## src/rtl/dff_deser_pkg.sv

```systemverilog
// Purpose : shared types and helpers for the dff_deser serial-to-parallel block.
// Latency : n/a (types, constants and a width helper only).
// Backpr. : n/a.
package dff_deser_pkg;

  // Input assembly FSM: idle between words, shifting while a word is partial.
  typedef enum logic {
    ST_IDLE  = 1'b0,
    ST_SHIFT = 1'b1
  } deser_state_t;

  // Width of the bit counter for a word of `width` bits (counts 0..width-1).
  function automatic int cnt_w(input int width);
    return $clog2(width);
  endfunction

endpackage : dff_deser_pkg

```

## src/rtl/dff_deser_hold.sv

```systemverilog
// Purpose : one-word valid/ready holding register with sticky overflow on dropped words.
// Latency : a completed word appears on dout/dout_vld one clock after word_vld.
// Backpr. : a word arriving while full and not being popped is dropped; overflow latches.
//
// Ports:
//   clk, rstn            clock and async active-low reset
//   word_vld, word_dat   completed word from the shifter (single-cycle strobe)
//   dout_rdy             consumer accepts dout when dout_vld && dout_rdy
//   clr_ovf              synchronous clear of the sticky overflow flag
//   dout, dout_vld       held word and its valid flag
//   overflow             sticky drop indicator
module dff_deser_hold #(
  parameter int WIDTH = 8
) (
  input  logic             clk,
  input  logic             rstn,
  input  logic             word_vld,
  input  logic [WIDTH-1:0] word_dat,
  input  logic             dout_rdy,
  input  logic             clr_ovf,
  output logic [WIDTH-1:0] dout,
  output logic             dout_vld,
  output logic             overflow
);

  logic [WIDTH-1:0] dat_q, dat_d;
  logic             vld_q, vld_d;
  logic             ovf_q, ovf_d;
  logic             pop;
  logic             can_load;
  logic             drop;

  always_comb begin
    pop      = vld_q && dout_rdy;
    // A pop in the same cycle frees the slot, so back-to-back words see no bubble.
    can_load = !vld_q || pop;
    drop     = word_vld && !can_load;

    dat_d = dat_q;
    vld_d = vld_q;
    if (word_vld && can_load) begin
      dat_d = word_dat;
      vld_d = 1'b1;
    end else if (pop) begin
      // dout keeps the last word after it is consumed; only the valid drops.
      vld_d = 1'b0;
    end

    // A new drop outranks a simultaneous clear.
    ovf_d = ovf_q;
    if (drop) begin
      ovf_d = 1'b1;
    end else if (clr_ovf) begin
      ovf_d = 1'b0;
    end
  end

  always_ff @(posedge clk or negedge rstn) begin
    if (!rstn) begin
      dat_q <= '0;
      vld_q <= 1'b0;
      ovf_q <= 1'b0;
    end else begin
      dat_q <= dat_d;
      vld_q <= vld_d;
      ovf_q <= ovf_d;
    end
  end

  assign dout     = dat_q;
  assign dout_vld = vld_q;
  assign overflow = ovf_q;

endmodule : dff_deser_hold

```

## src/rtl/dff_deser.sv

```systemverilog
// Purpose : packs the registered serial stream of the d_ff stage into WIDTH-bit words.
// Latency : last bit sampled at edge N -> word valid on dout after edge N.
// Backpr. : one-word holding register; a word completing while it is full and unpopped is dropped (sticky overflow).
//
// Ports:
//   clk, rstn            clock and async active-low reset
//   din, din_vld         serial bit and its sample enable
//   flush                discard the partial word (wins over din_vld)
//   dout, dout_vld       assembled word / holding register valid
//   dout_rdy             consumer ready
//   bit_cnt              bits collected in the current partial word
//   overflow, clr_ovf    sticky drop flag and its synchronous clear
module dff_deser
  import dff_deser_pkg::*;
#(
  parameter int WIDTH     = 8,
  parameter bit MSB_FIRST = 1'b0,
  localparam int CW       = cnt_w(WIDTH)
) (
  input  logic             clk,
  input  logic             rstn,
  input  logic             din,
  input  logic             din_vld,
  input  logic             flush,
  output logic [WIDTH-1:0] dout,
  output logic             dout_vld,
  input  logic             dout_rdy,
  output logic [CW-1:0]    bit_cnt,
  output logic             overflow,
  input  logic             clr_ovf
);

  deser_state_t     state_q, state_d;
  logic [CW-1:0]    cnt_q, cnt_d;
  logic [WIDTH-1:0] sreg_q, sreg_d;
  logic [WIDTH-1:0] sh_word;
  logic             word_done;

  // Shift register after taking in din this cycle. LSB-first enters at the top
  // and shifts right; MSB-first enters at the bottom and shifts left, so after
  // WIDTH bits the first bit sits in bit 0 or bit WIDTH-1 respectively.
  always_comb begin
    if (MSB_FIRST) begin
      sh_word = {sreg_q[WIDTH-2:0], din};
    end else begin
      sh_word = {din, sreg_q[WIDTH-1:1]};
    end
  end

  always_comb begin
    state_d   = state_q;
    cnt_d     = cnt_q;
    sreg_d    = sreg_q;
    word_done = 1'b0;

    if (flush) begin
      // Flush outranks a valid bit, even the completing one: nothing is emitted.
      state_d = ST_IDLE;
      cnt_d   = '0;
      sreg_d  = '0;
    end else if (din_vld) begin
      sreg_d = sh_word;
      unique case (state_q)
        ST_IDLE: begin
          state_d = ST_SHIFT;
          cnt_d   = CW'(1);
        end
        ST_SHIFT: begin
          if (cnt_q == CW'(WIDTH - 1)) begin
            state_d   = ST_IDLE;
            cnt_d     = '0;
            word_done = 1'b1;
          end else begin
            cnt_d = cnt_q + CW'(1);
          end
        end
        default: begin
          state_d = ST_IDLE;
          cnt_d   = '0;
        end
      endcase
    end
  end

  always_ff @(posedge clk or negedge rstn) begin
    if (!rstn) begin
      state_q <= ST_IDLE;
      cnt_q   <= '0;
      sreg_q  <= '0;
    end else begin
      state_q <= state_d;
      cnt_q   <= cnt_d;
      sreg_q  <= sreg_d;
    end
  end

  assign bit_cnt = cnt_q;

  // The completed word is taken from the combinational shift result so it can
  // load the holding register on the same edge that samples the last bit.
  dff_deser_hold #(
    .WIDTH (WIDTH)
  ) u_hold (
    .clk      (clk),
    .rstn     (rstn),
    .word_vld (word_done),
    .word_dat (sh_word),
    .dout_rdy (dout_rdy),
    .clr_ovf  (clr_ovf),
    .dout     (dout),
    .dout_vld (dout_vld),
    .overflow (overflow)
  );

endmodule : dff_deser

```

## config.mk

```make
export PLATFORM = sky130hd
export DESIGN_NAME = dff_deser
export DESIGN_NICKNAME = d
export VERILOG_FILES = /design/src/rtl/dff_deser_pkg.sv /design/src/rtl/dff_deser_hold.sv /design/src/rtl/dff_deser.sv
export SDC_FILE = /design/constraint.sdc
export NUM_CORES = 1
export LEC_CHECK = 0
export CAP_MARGIN = 20
export CORE_MARGIN = 2
export CORE_UTILIZATION = 46
export CTS_BUF_LIST = sky130_fd_sc_hd__clkbuf_8
export DETAILED_ROUTE_END_ITERATION = 7
export PLACE_DENSITY = 0.77
export SLEW_MARGIN = 30
export SYNTH_ARGS = -nofsm -noshare
export SYNTH_HDL_FRONTEND = slang
export SYNTH_SLANG_ARGS = --single-unit
```

## constraint.sdc

```tcl
create_clock -name clk -period 1.5 [get_ports clk]
set_clock_uncertainty 0.05 [all_clocks]
set_input_delay 0.15 -clock clk [delete_from_list [all_inputs] [get_ports clk]]
set_output_delay 0.15 -clock clk [all_outputs]
set_load 0.005 [all_outputs]
```

== Yosys cells after proc, flatten, opt, wreduce, memory -nomap -nowiden ==
Cells that the tools add are included.

* Flip-flop bits (word level): 22
* Input port bits: 7
* Output and inout bits: 13
* Word-level logic and storage cells: 36

* $add $sub $neg: 1
* Eq/ne operators: 1
* Mux-type cells: 18
* Bitwise logic cells: 1
* Reduce and logical (&&, ||, !) cells: 9

{| class="wikitable"
|+ Operator list
! kind !! number
|-
| $mux W8 || 2
|-
| $mux W1 || 11
|-
| $mux W3 || 3
|-
| $pmux W3 S2 || 1
|-
| $reduce_bool A2 Y1 || 3
|-
| $add A3 B1 Y3 const B || 1
|-
| $eq A3 B3 Y1 const B || 1
|-
| $logic_and A1 B1 Y1 || 3
|-
| $logic_not A1 Y1 || 2
|-
| $pmux W1 S2 || 1
|-
| $logic_or A1 B1 Y1 || 1
|-
| $not A1 Y1 || 1
|}

== Logic depth before layout (Yosys ltp) ==
* Depth after elaboration: 7
* Depth in mapped cells: 6
* Mapped depth without buffers: 5

== Modules after synthesis ==
From an unflattened synthesis, not the netlist that was laid out.

* Cells, all modules: 64
* Area, all modules: 919.6 um2

{| class="wikitable"
|+ By module, submodules not included
! module !! times used !! cells each !! area each (um2) !! sequential area each (um2)
|-
| dff_deser || 1 || 40 || 506.7 || 275.3
|-
| dff_deser_hold || 1 || 24 || 412.9 || 250.2
|}

== Least setup slack after synthesis ==
OpenSTA, ideal clock, no wires.

* Path type: register -> register
* Start: register cnt_q[0], in the netlist bit_cnt[0]
* End: register u_hold.dat_q[0], in the netlist u_hold.dout[0]
* Library setup time: 0.125 ns
* Arrival time: 1.415 ns
* Required time: 1.325 ns
* Path slack: -0.090 ns
* Stages on the path, launching flop included: 7
* Buffers on the path: 1
* Cell sequence: dfrtp_1 ha_1 ha_1 nand4b_2 nor2b_2 buf_6 mux2_4

* Word-level cells in the longest chain between the ends: 6

{| class="wikitable"
|+ Ends and longest elaborated chain
! item !! line !! text
|-
| start: declaration || dff_deser.sv:34 || <nowiki>logic [CW-1:0] cnt_q, cnt_d;</nowiki>
|-
| start signal: assignment || dff_deser.sv:92 || <nowiki>cnt_q <= cnt_d;</nowiki>
|-
| $eq A3 B3 Y1 || dff_deser.sv:69 || <nowiki>if (cnt_q == CW'(WIDTH - 1)) begin</nowiki>
|-
| $mux W1 || dff_deser.sv:69 ||
|-
| $mux W1 || dff_deser.sv:63 || <nowiki>unique case (state_q)</nowiki>
|-
| $mux W1 || dff_deser.sv:61 || <nowiki>end else if (din_vld) begin</nowiki>
|-
| $mux W1 || dff_deser.sv:56 || <nowiki>if (flush) begin</nowiki>
|-
| $logic_and A1 B1 Y1 || dff_deser_hold.sv:41 || <nowiki>if (word_vld && can_load) begin</nowiki>
|-
| end signal: assignment || dff_deser_hold.sv:64 || <nowiki>dat_q <= dat_d;</nowiki>
|-
| end: declaration || dff_deser_hold.sv:26 || <nowiki>logic [WIDTH-1:0] dat_q, dat_d;</nowiki>
|}

Every way passes these cells.
A chain may end at the register's enable or synchronous reset.

== Worst setup path in the final report ==
* Start: register cnt_q[0], in the netlist bit_cnt[0]
* End: register u_hold.dat_q[5], in the netlist u_hold.dout[5]

Same word-level chain as after synthesis.

==> impl_summary.log <==
[metrics] run status: finished with violations
[metrics] violated checks: negative setup slack
[metrics] Unique masters post-synth: 19
[metrics] layout overhead on the synthesized area: 41.1%
[metrics] largest net degree at the start of global routing: 22
[metrics] register-to-register path setup slack: -0.08 ns
[metrics] dominant cell type by area after synthesis: sky130_fd_sc_hd__dfrtp_1
[metrics] clk sinks: 21
[metrics] IO buf count: 19
[metrics] antenna violations before repair: 0
[metrics] Max stage delay cell, worst path: sky130_fd_sc_hd__dfrtp_1
[metrics] vias in the first global route: 578
[metrics] Critical Path Start Type: flip-flop
[metrics] CTS Buf Count: 3
[metrics] most area-consuming cells after synthesis: sky130_fd_sc_hd__dfrtp_1 58%, sky130_fd_sc_hd__mux2_4 13%, sky130_fd_sc_hd__mux2i_1 7.8%, sky130_fd_sc_hd__nor2_1 3.8%, sky130_fd_sc_hd__ha_1 2.8%
[metrics] final worst path period need: 1.58 ns
[metrics] total of fill cells in the finished design: 162
[metrics] Critical Path Sink Type: flip-flop
[metrics] cells traversed along the worst timing path: ha_2 > ha_4 > nand4b_4 > nor2b_4 > buf_6 > mux2_4
[metrics] HP Class: in -> async
[metrics] cell internal power dissipation: 0.794 mW
[metrics] synthesized area: 901 um2
[metrics] power consumption: 1.02 mW
[metrics] Data arrival, critical path: 1.68 ns
[metrics] total wirelength of the detailed-routed design: 1670 um
[metrics] cell count after placement: 119
[metrics] Final Instance Count excl. Fillers: 125
[metrics] path length in cells of the critical path: 6
[metrics] starting utilization of the core area: 47.4%
[metrics] Slowest Stage Delay on Critical Path: 0.36 ns
[metrics] critical register-to-register path endpoint: u_hold.dout[5]
[metrics] DRC marker count from the first detailed-route iteration: 3
[metrics] actual slew at the worst max-slew pin: 0.265 ns
[metrics] setup repair after global routing missed its margin: true
[metrics] Crit Path Category: reg -> reg
[metrics] Max Cap Viol: 0
[metrics] clock network fraction of total power: 35.5%
[metrics] worst path setup slack after routing: -0.0787 ns
[metrics] ANT nets after route: 0
[metrics] number of remaining DRC errors: 0
[metrics] count of standard-cell rows: 16
[metrics] Seq/Total Area, Yosys: 58.3%
[metrics] placeable core region: 0.00190 mm2
[metrics] most instantiated flip-flop cell in the synthesis netlist: sky130_fd_sc_hd__dfrtp_1
[metrics] count of flip-flops with a built-in enable after synthesis: 0
[metrics] commonest non-fill, non-tap cell in the layout: sky130_fd_sc_hd__dfrtp_1
[metrics] cell count of the worst reg-to-reg path: 6
[metrics] area of the die: 0.00233 mm2
[metrics] TritonCTS clock tree: yes
[metrics] RR Startpoint: bit_cnt[0]
[metrics] Max Root-Sink Buffers: 2
[metrics] mean post-synth cell area: 13.4 um2
[metrics] P_leak: 0.630 nW
[metrics] buffer and inverter count on the worst path: 1
[metrics] Overflow after GRT: 0
[metrics] clock latency of the later-clocked register in the worst-skew pair: 0.26 ns
[metrics] Max transition margin: 82.3%
[metrics] area fraction of the dominant cell type after synthesis: 58.3%
[metrics] Warnings, synthesis: 0
[metrics] count of TritonRoute iterations in the first routing pass: 3
[metrics] critical path data required time: 1.60 ns
[metrics] post-route setup TNS: -0.565 ns
[metrics] net count of the finished layout: 108
[metrics] die extent in x: 48.3 um
[metrics] maximum fanout along the worst path: 4
[metrics] vias per cell: 4.81
[metrics] Sw Share: 21.8%
[metrics] routed vias: 601
[metrics] fraction of the cycle the final worst path needs: 105%
[metrics] net switching power figure: 0.221 mW
[metrics] number of antenna repair diodes: 0
[metrics] Sequential Power Share: 57.3%
[metrics] global-route wire length before repair: 2550 um
[metrics] H-tree depth: 1
[metrics] count of final max-slew check failures: 0
[metrics] final setup violating endpoints: 8
[metrics] average wire per cell in the routed design: 13.3 um
[metrics] number of instances in the synthesized netlist: 67
[metrics] post-detailed-placement half-perimeter wirelength: 1180 um
[metrics] Seq cells post-synth: 21
[metrics] CP delay by family, top: flip-flops
[metrics] number of hold violations in the final report: 0
[metrics] share of layout cells above drive strength 1: 27.6%
[metrics] I/O pin cnt: 20
[metrics] overall die height: 48.3 um
[metrics] Hold Buf Count CTS: 0
[metrics] share of synthesized registers carrying an async set or reset: 100%
[metrics] highest-count cells in the layout ignoring fill and taps: 21 x sky130_fd_sc_hd__dfrtp_1, 18 x sky130_fd_sc_hd__clkdlybuf4s50_1, 10 x sky130_fd_sc_hd__buf_4
[metrics] overall fraction of global-route tracks in use: 16.7%
[metrics] maximum vdd drop: 0.000540 V
[metrics] syn_nets: 76
[metrics] weighted congestion reported at the end of routability-driven placement: 0.780
[metrics] maximum clock rate: 633 MHz
[metrics] post-CTS clock slew at the launch and capture registers of the worst setup and hold paths: 0.07 ns
[metrics] Cell Pwr Density: 799 mW/mm2
[metrics] part of the total power dissipated in combinational logic: 7.2%
[metrics] Root Buffer Master: sky130_fd_sc_hd__clkbuf_8
==> what timing repair did <==
item	4_1_cts	5_1_grt
buffers inserted	1	1
resized for setup	3	1
cloned	0	0
endpoints found under the setup margin	8	9
==> power groups by stage <==
stage | clock, mW | combinational, mW | sequential (mW)
floorplan | 0 | 0.0288 | 0.592
global placement | 0 | 0.0725 | 0.592
detailed placement | 0 | 0.0753 | 0.593
CTS | 0.379 | 0.0756 | 0.581
global route | 0.399 | 0.0809 | 0.583
finish | 0.360 | 0.0736 | 0.582
==> worst reg2reg max path: cells and delay by family, from the launching register on <==
family | cells | cell delay [ns]
flip-flops | 1 | 0.36
multiplexers | 1 | 0.30
adder cells (fa/ha/maj) | 2 | 0.35
buffers and inverters | 1 | 0.13
AND/OR/NAND/NOR | 2 | 0.28
==> cells by family after synthesis <==
logic type	synth area share [%]
mux	21.1
simple gates	10.6
buf+inv	3.47
fa+ha+maj	2.78
compound gates	3.75
flops	58.3
==> registers in the layout (all words and copies together), names as in the netlist <==
name and flops:
sreg_q 7, state_q 1, bit_cnt 3, u_hold.overflow 1
u_hold.dout_vld 1, u_hold.dout 8
==> metrics by stage <==
stage               hold slack, ns  util (%)  setup slack (ns)  instance area, um2
finish                       0.184      66.8           -0.0787                1270
global route                 0.218      66.8            -0.148                1270
CTS                          0.186      66.3            -0.105                1260
detailed placement           0.449      62.9           -0.0985                1200
global placement             0.445      62.9           -0.0756                1200
floorplan                   -0.196         -           -0.0630                 925
==> per-layer routing <==
metal / track usage (%) / wire, um / vias up
met5: 0 / 0 / -
met3: 2.59 / 68 / 4
met1: 22.1 / 767 / 295
met2: 25.8 / 804 / 13
li1: - / - / 289
met4: 9.73 / 27 / 0
==> cell usage after synthesis (2+ instances only) <==
| library cell | count |
|---|---|
| sky130_fd_sc_hd__ha_1 | 2 |
| sky130_fd_sc_hd__o21ai_0 | 2 |
| sky130_fd_sc_hd__nand3_1 | 3 |
| sky130_fd_sc_hd__mux2_4 | 8 |
| sky130_fd_sc_hd__nand2b_1 | 3 |
| sky130_fd_sc_hd__dfrtp_1 | 21 |
| sky130_fd_sc_hd__nor2_1 | 9 |
| sky130_fd_sc_hd__a21oi_1 | 2 |
| sky130_fd_sc_hd__mux2i_1 | 7 |
==> final cells by class <==
type	instances	area [um2]	area share [%]
sequential	21	526	41.3
multi-input combinational	41	373	29.3
timing repair buffer	31	290	22.8
clock buffer	3	41.3	3.25
tap	27	33.8	2.66
clock inverter	1	3.75	0.295
inverter	1	3.75	0.295
==> worst max path at each step <==
stage	startpoint	endpoint	slack, ns
floorplan	bit_cnt[0]	u_hold.dout[0]	-0.06
global placement	din_vld	u_hold.dout[5]	-0.08
detailed placement	bit_cnt[0]	u_hold.dout[7]	-0.1
CTS	bit_cnt[0]	u_hold.dout[5]	-0.11
global route	bit_cnt[0]	u_hold.dout[5]	-0.15
finish	bit_cnt[0]	u_hold.dout[5]	-0.08
No activity file was read; power rests on OpenSTA's default activity.
